--- src/rtl/nv_nvdla_cmac_slcg_en_ctrl.sv ---
// CMAC second-level clock-gate enable: a wake/hold FSM opens the gated clock ahead of work
// and closes it after a programmable idle hold. Overrides and test disables force it open.
module nv_nvdla_cmac_slcg_en_ctrl #(
  parameter int CNT_W    = 8,
  parameter int WAKE_CYC = 2,
  parameter int PERF_W   = 16
) (
  input  logic              nvdla_core_clk,
  input  logic              nvdla_core_rstn,
  input  logic              dla_clk_ovr_on,
  input  logic              global_clk_ovr_on,
  input  logic              tmc2slcg_disable_clock_gating,
  input  logic              cfg_slcg_dis,
  input  logic [CNT_W-1:0]  cfg_idle_hold,
  input  logic              op_en,
  input  logic              req_valid,
  input  logic              core_busy,
  output logic              slcg_en,
  output logic              wake_rdy,
  output logic              dla_clk_ovr_on_sync,
  output logic              global_clk_ovr_on_sync,
  output logic [PERF_W-1:0] slcg_wake_cnt
);

  typedef enum logic [1:0] {S_OFF, S_WAKE, S_ON, S_HOLD} state_t;

  localparam logic [CNT_W-1:0] WAKE_LOAD = CNT_W'(WAKE_CYC - 1);

  state_t              state_q, state_d;
  logic [CNT_W-1:0]    cnt_q, cnt_d;
  logic [PERF_W-1:0]   wake_cnt_q, wake_cnt_d;
  logic                dla_s1_q, dla_s2_q;
  logic                glb_s1_q, glb_s2_q;
  logic                slcg_en_q, wake_rdy_q;
  logic                activity;
  logic                force_on;

  assign activity = op_en | req_valid | core_busy;
  // Test-mode disable is static, so it is used without synchronization.
  assign force_on = dla_s2_q | glb_s2_q | tmc2slcg_disable_clock_gating | cfg_slcg_dis;

  always_comb begin
    state_d    = state_q;
    cnt_d      = cnt_q;
    wake_cnt_d = wake_cnt_q;
    case (state_q)
      S_OFF: begin
        if (activity) begin
          state_d = S_WAKE;
          cnt_d   = WAKE_LOAD;
          if (!(&wake_cnt_q)) wake_cnt_d = wake_cnt_q + PERF_W'(1);
        end
      end
      S_WAKE: begin
        if (cnt_q == '0) state_d = S_ON;
        else             cnt_d   = cnt_q - CNT_W'(1);
      end
      S_ON: begin
        if (!activity) begin
          if (cfg_idle_hold == '0) begin
            state_d = S_OFF;
          end else begin
            state_d = S_HOLD;
            cnt_d   = cfg_idle_hold - CNT_W'(1);
          end
        end
      end
      S_HOLD: begin
        // Renewed activity wins over hold expiry.
        if (activity)            state_d = S_ON;
        else if (cnt_q == '0)    state_d = S_OFF;
        else                     cnt_d   = cnt_q - CNT_W'(1);
      end
      default: state_d = S_OFF;
    endcase
  end

  always_ff @(posedge nvdla_core_clk or negedge nvdla_core_rstn) begin
    if (!nvdla_core_rstn) begin
      state_q    <= S_OFF;
      cnt_q      <= '0;
      wake_cnt_q <= '0;
      dla_s1_q   <= 1'b0;
      dla_s2_q   <= 1'b0;
      glb_s1_q   <= 1'b0;
      glb_s2_q   <= 1'b0;
      slcg_en_q  <= 1'b0;
      wake_rdy_q <= 1'b0;
    end else begin
      state_q    <= state_d;
      cnt_q      <= cnt_d;
      wake_cnt_q <= wake_cnt_d;
      dla_s1_q   <= dla_clk_ovr_on;
      dla_s2_q   <= dla_s1_q;
      glb_s1_q   <= global_clk_ovr_on;
      glb_s2_q   <= glb_s1_q;
      // Registered from next state so the SLCG cell never sees a combinational path.
      slcg_en_q  <= (state_d != S_OFF) | force_on;
      wake_rdy_q <= (state_d == S_ON) | (state_d == S_HOLD) | force_on;
    end
  end

  assign slcg_en                = slcg_en_q;
  assign wake_rdy               = wake_rdy_q;
  assign dla_clk_ovr_on_sync    = dla_s2_q;
  assign global_clk_ovr_on_sync = glb_s2_q;
  assign slcg_wake_cnt          = wake_cnt_q;

endmodule

--- config.mk ---
export PLATFORM = sky130hd
export DESIGN_NAME = nv_nvdla_cmac_slcg_en_ctrl
export DESIGN_NICKNAME = d
export VERILOG_FILES = /design/src/rtl/nv_nvdla_cmac_slcg_en_ctrl.sv
export SDC_FILE = /design/constraint.sdc
export NUM_CORES = 1
export LEC_CHECK = 0
export ABC_AREA = 1
export CAP_MARGIN = 20
export CORE_MARGIN = 5
export CORE_UTILIZATION = 50
export CTS_BUF_LIST = sky130_fd_sc_hd__clkbuf_16
export DETAILED_ROUTE_END_ITERATION = 8
export DONT_BUFFER_PORTS = 1
export GPL_ROUTABILITY_DRIVEN = 0
export HOLD_SLACK_MARGIN = 0.12
export PLACE_DENSITY = 0.77
export SKIP_CTS_REPAIR_TIMING = 1
export SKIP_LAST_GASP = 1
export SYNTH_ARGS = -nofsm -noshare
export SYNTH_HDL_FRONTEND = slang
export SYNTH_SLANG_ARGS = --single-unit
--- constraint.sdc ---
create_clock -name nvdla_core_clk -period 3.3 [get_ports nvdla_core_clk]
set_input_delay 0.66 -clock nvdla_core_clk [delete_from_list [all_inputs] [get_ports nvdla_core_clk]]
set_output_delay 0.66 -clock nvdla_core_clk [all_outputs]
set_load 0.01 [all_outputs]
### Word level (Yosys, flattened, before mapping)

Index checks and enable logic that the tools add are counted.

| word-level totals | value |
|---|---|
| bits in registers | 32 |
| input bits | 17 |
| output and inout bits | 20 |
| logic and storage cells | 50 |

| operators by class | value |
|---|---|
| $add $sub $neg | 3 |
| eq/ne operators | 9 |
| muxes and demuxes | 13 |
| bitwise logic cells | 9 |
| reductions and logical operators | 7 |

Operators with widths:

| kind | number |
|---|---|
| 8-bit 2-to-1 mux | 5 |
| 8-bit one-hot mux with 4 select lines | 1 |
| 16-bit by 1-bit adder with 16-bit output (second input constant) | 1 |
| 8-bit zero test | 2 |
| 16-bit AND reduction | 1 |
| 8-bit by 1-bit subtractor with 8-bit output (second input constant) | 2 |
| 2-bit 2-to-1 mux | 6 |
| 2-bit equality test (second input constant) | 4 |
| 2-bit inequality test (second input constant) | 4 |
| 1-bit bitwise OR | 8 |
| 2-bit one-hot mux with 4 select lines | 1 |
| 4-bit AND reduction | 1 |
| 3-bit AND reduction | 1 |
| 2-bit by 1-bit equality test with 1-bit output (second input constant) | 1 |
| 2-bit zero test | 1 |
| 2-bit nonzero test | 1 |
| 1-bit NOT | 1 |

### Depth between registers and ports, before layout

Gate-level depths: netlist (run 1).

| logic depth | value |
|---|---|
| depth after elaboration | 7 |
| gate-level depth with buffers | 12 |
| mapped depth without buffers | 11 |

### Least setup slack after synthesis (run 1)

No wires, ideal clock.

| timing path | value |
|---|---|
| path kind | register -> register |
| start | register wake_cnt_q[0] (netlist: slcg_wake_cnt[0]) |
| end | register wake_cnt_q[11] (netlist: slcg_wake_cnt[11]) |
| setup time | 116 ps |
| arrival time | 1455 ps |
| required time | 3184 ps |
| path slack | 1729 ps |
| cell stages (with the launch flop) | 10 |
| path buffers | 1 |
| period minus slack after synthesis | 1571 ps |
| cells stage by stage | dfrtp_1 > ha_1 > nand3_4 > nor2_8 > nand4_4 > nand2_4 > inv_4 > buf_6 > nand2_1 > nand2_1 |

| on the way | value |
|---|---|
| longest elaborated chain between the ends | 3 |
| elaborated cells between the ends (all ways) | 4 |
| classes of those cells | add/sub: 1; bitwise: 1; reduce/logical: 2 |

Ends and longest elaborated chain:

| what | RTL line | source |
|---|---|---|
| from (decl) | 31 | `logic [PERF_W-1:0] wake_cnt_q, wake_cnt_d;` |
| from (signal assigned) | 92 | `wake_cnt_q <= wake_cnt_d;` |
| branches (longest 3 deep; another with 16-bit by 1-bit adder with 16-bit output) | -- |  |

Several ways; the timed one is not identified.
A chain may end at the register's enable or synchronous reset.

### Worst setup path after layout (run 1)

| timing path | value |
|---|---|
| start | register wake_cnt_q[0] (netlist: slcg_wake_cnt[0]) |
| end | register wake_cnt_q[12] (netlist: slcg_wake_cnt[12]) |

Same word-level chain as after synthesis.

==> results of run 1 <==
stage by stage:
stage / util [%] / hold slack (ns) / cells / setup slack [ns]
after CTS: 55.2 / 0.0726 / 340 / 1.53
after global placement: 51.7 / 0.335 / 332 / 1.56
final: 55.7 / 0.212 / 341 / 1.55
after global routing: 55.7 / 0.217 / 341 / 1.31
after floorplan: - / 0.331 / 286 / 1.73
after detailed placement: 51.7 / 0.340 / 332 / 1.54
layout make-up:
type / instances / area, sq um
sequential: 32 / 801
inverter: 39 / 149
fill: 381 / 1750
timing repair buffer: 1 / 20.0
multi-input combinational: 211 / 1030
clock inverter: 3 / 11.3
tap: 50 / 62.6
clock buffer: 5 / 125
kinds of logic after synthesis:
kind of cell,share of synthesized area (%)
XOR/XNOR,6.09
AO/OA/AOI/OAI,3.42
adder cells (fa/ha/maj),1.24
flip-flops,39.8
AND/OR/NAND/NOR,40.3
buffers and inverters,9.14
path summary, 6_finish.rpt:
path	endpoint	cells after the start	slack, ns	startpoint
setup / recovery	slcg_wake_cnt[12]	8	1.55	slcg_wake_cnt[0]
hold / removal	slcg_en	1	0.21	nvdla_core_rstn
setup reg to reg	slcg_wake_cnt[12]	8	1.55	slcg_wake_cnt[0]
hold reg to reg	global_clk_ovr_on_sync	0	0.35	glb_s1_q
max in group asynchronous	slcg_wake_cnt[14]	1	2.92	nvdla_core_rstn
min in group nvdla_core_clk	global_clk_ovr_on_sync	0	0.35	glb_s1_q
flip-flops by register name, summed over array words and instances (netlist names):
name                    cells
cnt_q                       8
dla_clk_ovr_on_sync         1
dla_s1_q                    1
glb_s1_q                    1
global_clk_ovr_on_sync      1
slcg_en                     1
slcg_wake_cnt              16
state_q                     2
wake_rdy                    1
cells in the mapped netlist (all sizes together):
library cell,number,share of area [%]
inv,39,7.4
or2,1,0.31
dfrtp,32,40
xor2,6,2.6
nand4,6,2.9
nor2,30,6.8
and2,1,0.37
buf,4,1.7
nor3,6,2.1
nand3,16,4.6
xnor2,8,3.5
o21ai,13,3.4
nand2,121,23
nor4,1,0.31
ha,2,1.2
worst reg2reg max path: stages (launching register included):
cell and delay, ns:
dfrtp_1 0.47, ha_1 0.28, nand3_4 0.14, nor2_8 0.15
nand4_4 0.14, nand2_4 0.22, inv_4 0.11, nand2_1 0.09
nand2_1 0.05
per-layer routing:
metal	track usage, %	vias to the layer above	part of all wire, %
li1	-	888	-
met1	22.5	737	45
met2	27.4	35	46
met3	5.88	4	7.0
met4	7.24	0	1.7
met5	0	-	0
power by group through the flow:
stage                     clock network (mW)  logic [mW]  registers, mW
after floorplan                            0       0.470          0.576
after global placement                     0       0.518          0.610
after detailed placement                   0       0.523          0.614
after CTS                              0.432       0.527          0.608
after global routing                   0.451       0.634          0.628
final                                  0.419       0.533          0.607
cells in the final DEF, fill, tap and decap left out, types with 2 or more instances in the layout:
master,n
nand2_1,120
inv_1,39
dfrtp_1,32
nor2_1,26
nand3_1,15
o21ai_0,9
xnor2_1,8
xor2_1,6
nor3_1,5
clkbuf_16,5
nand4_1,4
nor2_2,3
o21ai_1,3
ha_1,2
==> qor.yml, run 1 <==
clock_tree:
  clk_root_buffer_cell: "clkbuf_16"
  clock-sinks: 32
  cts_made_buffers: 5
  cts_buffer_depth: 2
  h-tree-depth: 2
  clk_pin_slew_ns: 0.05
  tritoncts: "done"
  clock_latency_ns: 0.27
power_and_ir_drop:
  p_int_uw: 943
  power.switching_uw: 617
  vdd_drop_max_uv: 517
  p_per_area_mw_per_mm2: 710
  swShare_pct: 39.5
  p_total_mw: 1.56
  seqPwrFrac_pct: 38.9
  clkPwrFrac_pct: 26.9
  static-leakage-power_nw: 1.16
  p_comb_share_pct: 34.2
critical_path:
  cp.required_ns: 3.46
  critPathTopFamily: "simple AND/OR/NAND/NOR gates"
  crit_arrival_ns: 1.91
  cp-end-kind: "flop"
  critical_path_buf_inv_count: 1
  path_cells: "ha_1 > nand3_4 > nor2_8 > nand4_4 > nand2_4 > inv_4 > nand2_1 > nand2_1"
  path_common_cell: "nand2_1"
  start_kind: "flop"
  path_max_fanout: 19
  cp_slowest_cell: "dfrtp_1"
  cp_slowest_stage_delay_ns: 0.47
  critPathKind: "reg -> reg"
timing:
  finalCritPeriodShare_pct: 53.1
  finalSetupViolations: 0
  hold_violations: 0
  finClkSkew_ns: 0.00373
  slew_violations: 0
  tightest_slew_ns: 0.388
  slew_headroom_pct: 74.2
  rsz0062_at_grt: "false"
  fmax_mhz: 571
  tns_ns: 0
  fin_crit_ns: 1.75
layout:
  final_nets: 309
  drive_gt1_share_pct: 6.87
  antenna_cells: 0
  area_growth_pct: 9.14
  stdcell_area_sq_mm: 0.00220
floorplanning:
  design.core.area_sq_mm: 0.00394
  dieWidth_um: 73.4
  initial_core_util_pct: 51.0
  ios: 37
  die-area_sq_mm: 0.00539
  fp.dieH_um: 73.4
  fp-row-count: 23
logic_synthesis:
  synth_area_sq_mm: 0.00201
  syn_inst: 286
  syn_avg_cell_area_sq_um: 7.03
  yosysWarnings: 0
  ys_types: 28
  ys_seq_area_share_pct: 39.8
  synth_nets: 305
  ys_ff_latch: 32
flow_run:
  max-cap-violations: 0
global_route:
  grt_pass1_vias: 1617
  grt_max_degree: 33
  grt_pass1_wl_um: 7330
  grtUsageTotal_pct: 17.6
  overflow: 0
  antenna_found_initial: 0
detailed_routing:
  drt_iter0_drc: 115
  wl_um: 4000
  drc_errors: 0
  wire_per_inst_um: 11.7
  drt-pass1-iter-count: 4
  viasPerCell: 4.88
  antenna_left: 0
  vias: 1664
outcome:
  status: "finished clean"
placed_design:
  dp_hpwl_um: 3030
  port_buffers: 0
  placedInstanceArea_sq_mm: 0.00204
min_path:
  worstHoldPathType: "in -> async"
(Power assumes the default switching activity.)
==> inputs of run 2 (changes only) <==
==> constraint.sdc (replaced) <==
create_clock -name nvdla_core_clk -period 1.8 [get_ports nvdla_core_clk]
set_input_delay 0.36 -clock nvdla_core_clk [delete_from_list [all_inputs] [get_ports nvdla_core_clk]]
set_output_delay 0.36 -clock nvdla_core_clk [all_outputs]
set_load 0.01 [all_outputs]
==> qor.yml, run 2 (synthesized netlist as in run 1, its figures left out) <==
critical_path:
  crit_arrival_ns: 1.75  # -0.16 ns
  start_kind: "flop"
  path_max_fanout: 12  # -7
  cp_slowest_cell: "dfrtp_1"
  cp_slowest_stage_delay_ns: 0.48  # about the same
  cp-end-kind: "flop"
  path_cells: "inv_4 > nand2_1 > nand2_1 > ha_1 > nand2_1 > nor2_2 > nand2_1 > nand2_1 > nand2_1 > nand2_1 > nand2_1"
  cp.required_ns: 1.95  # -1.51 ns
  path_common_cell: "nand2_1"
  critPathKind: "reg -> reg"
detailed_routing:
  wire_per_inst_um: 11.7  # -0.59%
  wl_um: 4020  # +0.58%
  drc_errors: 0  # unchanged
  vias: 1693  # +1.7%
  viasPerCell: 4.91  # +0.56%
  antenna_left: 0  # unchanged
  drt_iter0_drc: 116  # +0.87%
  drt-pass1-iter-count: 4  # unchanged
global_route:
  grt_pass1_vias: 1676  # +3.6%
  overflow: 0  # unchanged
  grt_pass1_wl_um: 7180  # -2.0%
  antenna_found_initial: 0  # unchanged
  grtUsageTotal_pct: 17.0  # -0.66 points
  grt_max_degree: 33  # unchanged
timing:
  slew_headroom_pct: 77.4  # +3.2 points
  finalSetupViolations: 0  # unchanged
  fmax_mhz: 624  # +9.2%
  finalCritPeriodShare_pct: 89.1  # +36 points
  hold_violations: 0  # unchanged
  finClkSkew_ns: 0.00356  # -0.000171 ns
  rsz0062_at_grt: "true"
  slew_violations: 0  # unchanged
  fin_crit_ns: 1.60  # -0.148 ns
  timing.hold.ws_ns: 0.218  # +0.00578 ns
  tightest_slew_ns: 0.336  # -0.0517 ns
floorplanning:
  die-area_sq_mm: 0.00539  # unchanged
  dieWidth_um: 73.4  # unchanged
  ios: 37  # unchanged
  fp.dieH_um: 73.4  # unchanged
  design.core.area_sq_mm: 0.00394  # unchanged
  fp-row-count: 23  # unchanged
  initial_core_util_pct: 51.0  # unchanged
clock_tree:
  clock_latency_ns: 0.27  # about the same
  cts_buffer_depth: 2  # unchanged
  cts_made_buffers: 5  # unchanged
  clock-sinks: 32  # unchanged
  clk_root_buffer_cell: "clkbuf_16"
  clk_pin_slew_ns: 0.04  # about the same
  h-tree-depth: 2  # unchanged
  tritoncts: "done"
layout:
  drive_gt1_share_pct: 8.47  # +1.6 points
  final_cell_mix: "nand2_1, inv_1, dfrtp_1, nor2_1, nand3_1"
  fillers: 358  # -6.0%
  largest_reg_flops: 16  # unchanged
  area_growth_pct: 11.8
  multiInputGateArea_sq_mm: 0.00103  # +0.24%
  fin_util_pct: 57.1  # +1.4 points
  final_nets: 316  # +2.3%
  antenna_cells: 0  # unchanged
  stdcell_area_sq_mm: 0.00225  # +2.5%
  seq_area_sq_um: 801  # unchanged
  final_common_cell: "nand2_1"
min_path:
  worstHoldPathType: "in -> reg"
placed_design:
  dp_hpwl_um: 3090  # +2.1%
  port_buffers: 0  # unchanged
  placedInstanceArea_sq_mm: 0.00207  # +1.5%
power_and_ir_drop:
  static-leakage-power_nw: 1.18  # +1.8%
  vdd_drop_max_uv: 743  # +44%
  p_per_area_mw_per_mm2: 1280  # +80%
  p_total_mw: 2.88  # +85%
outcome:
  status: "finished clean"
flow_run:
  max-cap-violations: 0  # unchanged
[run 2: cell count changes in the layout (fill, tap and decap cells not counted)]
cell / previous run / this run
buf_4: 0 / 4
nor2_1: 26 / 25
nor2_2: 3 / 4
inv_2: 1 / 0
inv_4: 1 / 2
inv_1: 39 / 37
dlygate4sd3_1: 0 / 3
clkinv_1: 1 / 0
[run 2: worst paths after layout]
kind | cells after the start | start | slack [ns] | end
hold reg to reg | 0 | glb_s1_q | 0.35 | global_clk_ovr_on_sync
setup reg to reg | 11 | state_q[0] | 0.20 | cnt_q[6]
min in group asynchronous | 2 | nvdla_core_rstn | 0.55 | cnt_q[3]
setup / recovery | 11 | state_q[0] | 0.20 | cnt_q[6]
hold / removal | 2 | cfg_slcg_dis | 0.22 | wake_rdy
max in group asynchronous | 2 | nvdla_core_rstn | 1.08 | cnt_q[7]
[run 2: critical path, delay by kind of cell, from the launching register on]
family | cells | cell delay (ns)
buffers and inverters | 1 | 0.16
DFF | 1 | 0.48
adders and majority gates | 1 | 0.19
and+or+nand+nor | 9 | 0.67
[run 2: cell type report]
class                           instances  area share [%]
Timing Repair Buffer                    8            3.56
Clock buffer                            5            5.56
Inverter                               39            6.73
Tap cell                               50            2.78
Multi-Input combinational cell        211            45.8
Sequential cell                        32            35.6
[run 2: stage by stage]
stage | instances | setup slack [ns] | TNS [ns]
5_1_grt | 345 | -0.0153 | -0.0153
6_report | 345 | 0.197 | 0
3_3_place_gp | 336 | 0.237 | 0
3_5_place_dp | 336 | 0.141 | 0
4_1_cts | 341 | 0.132 | 0
2_1_floorplan | 286 | 0.229 | 0
[run 2: power breakdown]
| group | switching (mW) | internal [mW] |
|---|---|---|
| clock network | 0.246 | 0.485 |
| logic | 0.687 | 0.396 |
| registers | 0.182 | 0.884 |
[run 2: metal layers]
metal | vias up | share of wire (%) | GRT usage (%)
li1 | 895 | - | -
met1 | 745 | 47 | 21.6
met2 | 48 | 44 | 27.3
met3 | 5 | 7.3 | 4.92
met4 | 0 | 1.2 | 6.24
met5 | - | 0 | 0
==> inputs of run 3 (changes only) <==
--- a/config.mk
+++ b/config.mk
@@ -8,15 +8,16 @@
 export ABC_AREA = 1
 export CAP_MARGIN = 20
 export CORE_MARGIN = 5
-export CORE_UTILIZATION = 50
+export CORE_UTILIZATION = 60
 export CTS_BUF_LIST = sky130_fd_sc_hd__clkbuf_16
 export DETAILED_ROUTE_END_ITERATION = 8
 export DONT_BUFFER_PORTS = 1
 export GPL_ROUTABILITY_DRIVEN = 0
 export HOLD_SLACK_MARGIN = 0.12
-export PLACE_DENSITY = 0.77
+export PLACE_DENSITY = 0.88
 export SKIP_CTS_REPAIR_TIMING = 1
 export SKIP_LAST_GASP = 1
+export SLEW_MARGIN = 15
 export SYNTH_ARGS = -nofsm -noshare
 export SYNTH_HDL_FRONTEND = slang
 export SYNTH_SLANG_ARGS = --single-unit
==> qor.yml, run 3 (synthesized netlist as in run 1, its figures left out) <==
timing:
  fmax_mhz: 606  # -2.9%
  hold_violations: 0  # unchanged
  finalCritPeriodShare_pct: 91.7  # +2.7 points
  finalSetupViolations: 0  # unchanged
  setup_slack_ns: 0.149  # -0.0480 ns
  rsz0062_at_grt: "false"
  finClkSkew_ns: 0.00404  # +0.000483 ns
  tightest_slew_ns: 0.378  # +0.0420 ns
  slew_violations: 0  # unchanged
  fin_crit_ns: 1.65  # +0.0480 ns
  tns_ns: 0  # unchanged
  slew_headroom_pct: 74.5  # -2.8 points
critical_path:
  path_cells: "inv_4 > nand2_1 > nand2_1 > ha_1 > nand2_1 > nor2_1 > nand2_1 > nand2_1 > nand2_1 > nand2_1 > nand2_1"
  cp_slowest_stage_delay_ns: 0.48  # about the same
  path_common_cell: "nand2_1"
  path_max_fanout: 12  # unchanged
  cp.required_ns: 1.96  # about the same
  cp_slowest_cell: "dfrtp_2"
  start_kind: "flop"
  cp-end-kind: "flop"
  critPathKind: "reg -> reg"
  crit_arrival_ns: 1.81  # +0.06 ns
floorplanning:
  design.core.area_sq_mm: 0.00328  # -17%
  die-area_sq_mm: 0.00461  # -14%
  initial_core_util_pct: 61.3  # +10 points
  fp.dieH_um: 67.9  # -7.5%
  fp-row-count: 21  # -8.7%
  ios: 37  # unchanged
  dieWidth_um: 67.9  # -7.5%
layout:
  seq_area_sq_um: 802  # +0.16%
  area_growth_pct: 11.9
  final_cell_mix: "nand2_1, inv_1, dfrtp_1, nor2_1, nand3_1"
  largest_reg_flops: 16  # unchanged
  antenna_cells: 0  # unchanged
  final_common_cell: "nand2_1"
  drive_gt1_share_pct: 8.75  # +0.28 points
  stdcell_area_sq_mm: 0.00225  # +0.11%
  final_nets: 316  # unchanged
  fillers: 280  # -22%
  multiInputGateArea_sq_mm: 0.00103  # -0.24%
clock_tree:
  h-tree-depth: 2  # unchanged
  cts_made_buffers: 5  # unchanged
  clock-sinks: 32  # unchanged
  cts_buffer_depth: 2  # unchanged
  tritoncts: "done"
  clk_root_buffer_cell: "clkbuf_16"
  clk_pin_slew_ns: 0.05  # about the same
  clock_latency_ns: 0.27  # about the same
detailed_routing:
  drc_errors: 0  # unchanged
  vias: 1741  # +2.8%
  drt_iter0_drc: 141  # +22%
  drt-pass1-iter-count: 4  # unchanged
  antenna_left: 0  # unchanged
  wl_um: 4220  # +5.0%
  viasPerCell: 5.08  # +3.4%
  wire_per_inst_um: 12.3  # +5.6%
global_route:
  antenna_found_initial: 0  # unchanged
  grt_pass1_wl_um: 7390  # +2.9%
  overflow: 0  # unchanged
  grt_max_degree: 33  # unchanged
  grt_pass1_vias: 1674  # -0.12%
  grtUsageTotal_pct: 21.4  # +4.5 points
power_and_ir_drop:
  seqPwrFrac_pct: 36.6  # -0.4 points
  clkPwrFrac_pct: 26.2  # +0.8 points
  vdd_drop_max_uv: 836  # +13%
  p_per_area_mw_per_mm2: 1300  # +1.8%
  p_comb_share_pct: 37.2  # -0.4 points
  p_int_mw: 1.78  # +0.65%
  power.switching_mw: 1.16  # +4.0%
  swShare_pct: 39.5  # +0.78 points
  static-leakage-power_nw: 1.19  # +0.70%
min_path:
  worstHoldPathType: "in -> reg"
flow_run:
  max-cap-violations: 0  # unchanged
placed_design:
  placedInstanceArea_sq_mm: 0.00206  # -0.60%
  dp_slack_ns: 0.0305  # -0.110 ns
  dp_hpwl_um: 3170  # +2.5%
  port_buffers: 0  # unchanged
outcome:
  status: "finished clean"
==> run 3: layer usage <==
layer	up-vias	wire length [um]	global-route usage, %
li1	901	-	-
met2	66	1940	33.3
met4	0	57	8.19
met1	767	1860	27.7
met5	-	0	0
met3	7	364	7.22
==> run 3: worst max-delay path, delay by kind of cell, from the launching register on <==
kind / cells / cell delay [ns]
adders and majority gates: 1 / 0.20
buffers and inverters: 1 / 0.13
DFF: 1 / 0.48
and+or+nand+nor: 9 / 0.74
==> run 3: area by class of cell <==
class | count | share of cell area [%]
clock buffer | 5 | 5.56
clock inverter | 2 | 0.389
inverter | 39 | 6.72
multi-input combinational | 211 | 45.6
timing repair buffer | 8 | 3.56
tap | 46 | 2.56
sequential | 32 | 35.6
==> run 3: final timing paths <==
path / depth (start not counted) / to / start / slack [ns]
max: 11 / cnt_q[6] / state_q[0] / 0.15
min: 2 / wake_rdy / cfg_slcg_dis / 0.21
max reg2reg: 11 / cnt_q[6] / state_q[0] / 0.15
min reg2reg: 0 / dla_clk_ovr_on_sync / dla_s1_q / 0.34
max in group asynchronous: 2 / state_q[0] / nvdla_core_rstn / 1.09
min in group asynchronous: 2 / slcg_wake_cnt[7] / nvdla_core_rstn / 0.52
==> run 3: per-stage QoR <==
step	util (%)	total power, mW	std cells	hold slack [ns]
floorplan	-	1.92	286	0.0644
global placement	62.6	2.08	331	0.0650
detailed placement	62.6	2.13	331	0.0651
CTS	66.7	2.91	338	-0.222
global route	68.6	3.18	343	0.224
finish	68.6	2.94	343	0.212
==> run 3: power by group through the flow <==
stage / clock network (mW) / logic, mW / registers (mW)
after floorplan: 0 / 0.861 / 1.06
after global placement: 0 / 1.00 / 1.08
after detailed placement: 0 / 1.04 / 1.09
after CTS: 0.786 / 1.05 / 1.08
after global routing: 0.825 / 1.25 / 1.11
final: 0.770 / 1.09 / 1.07
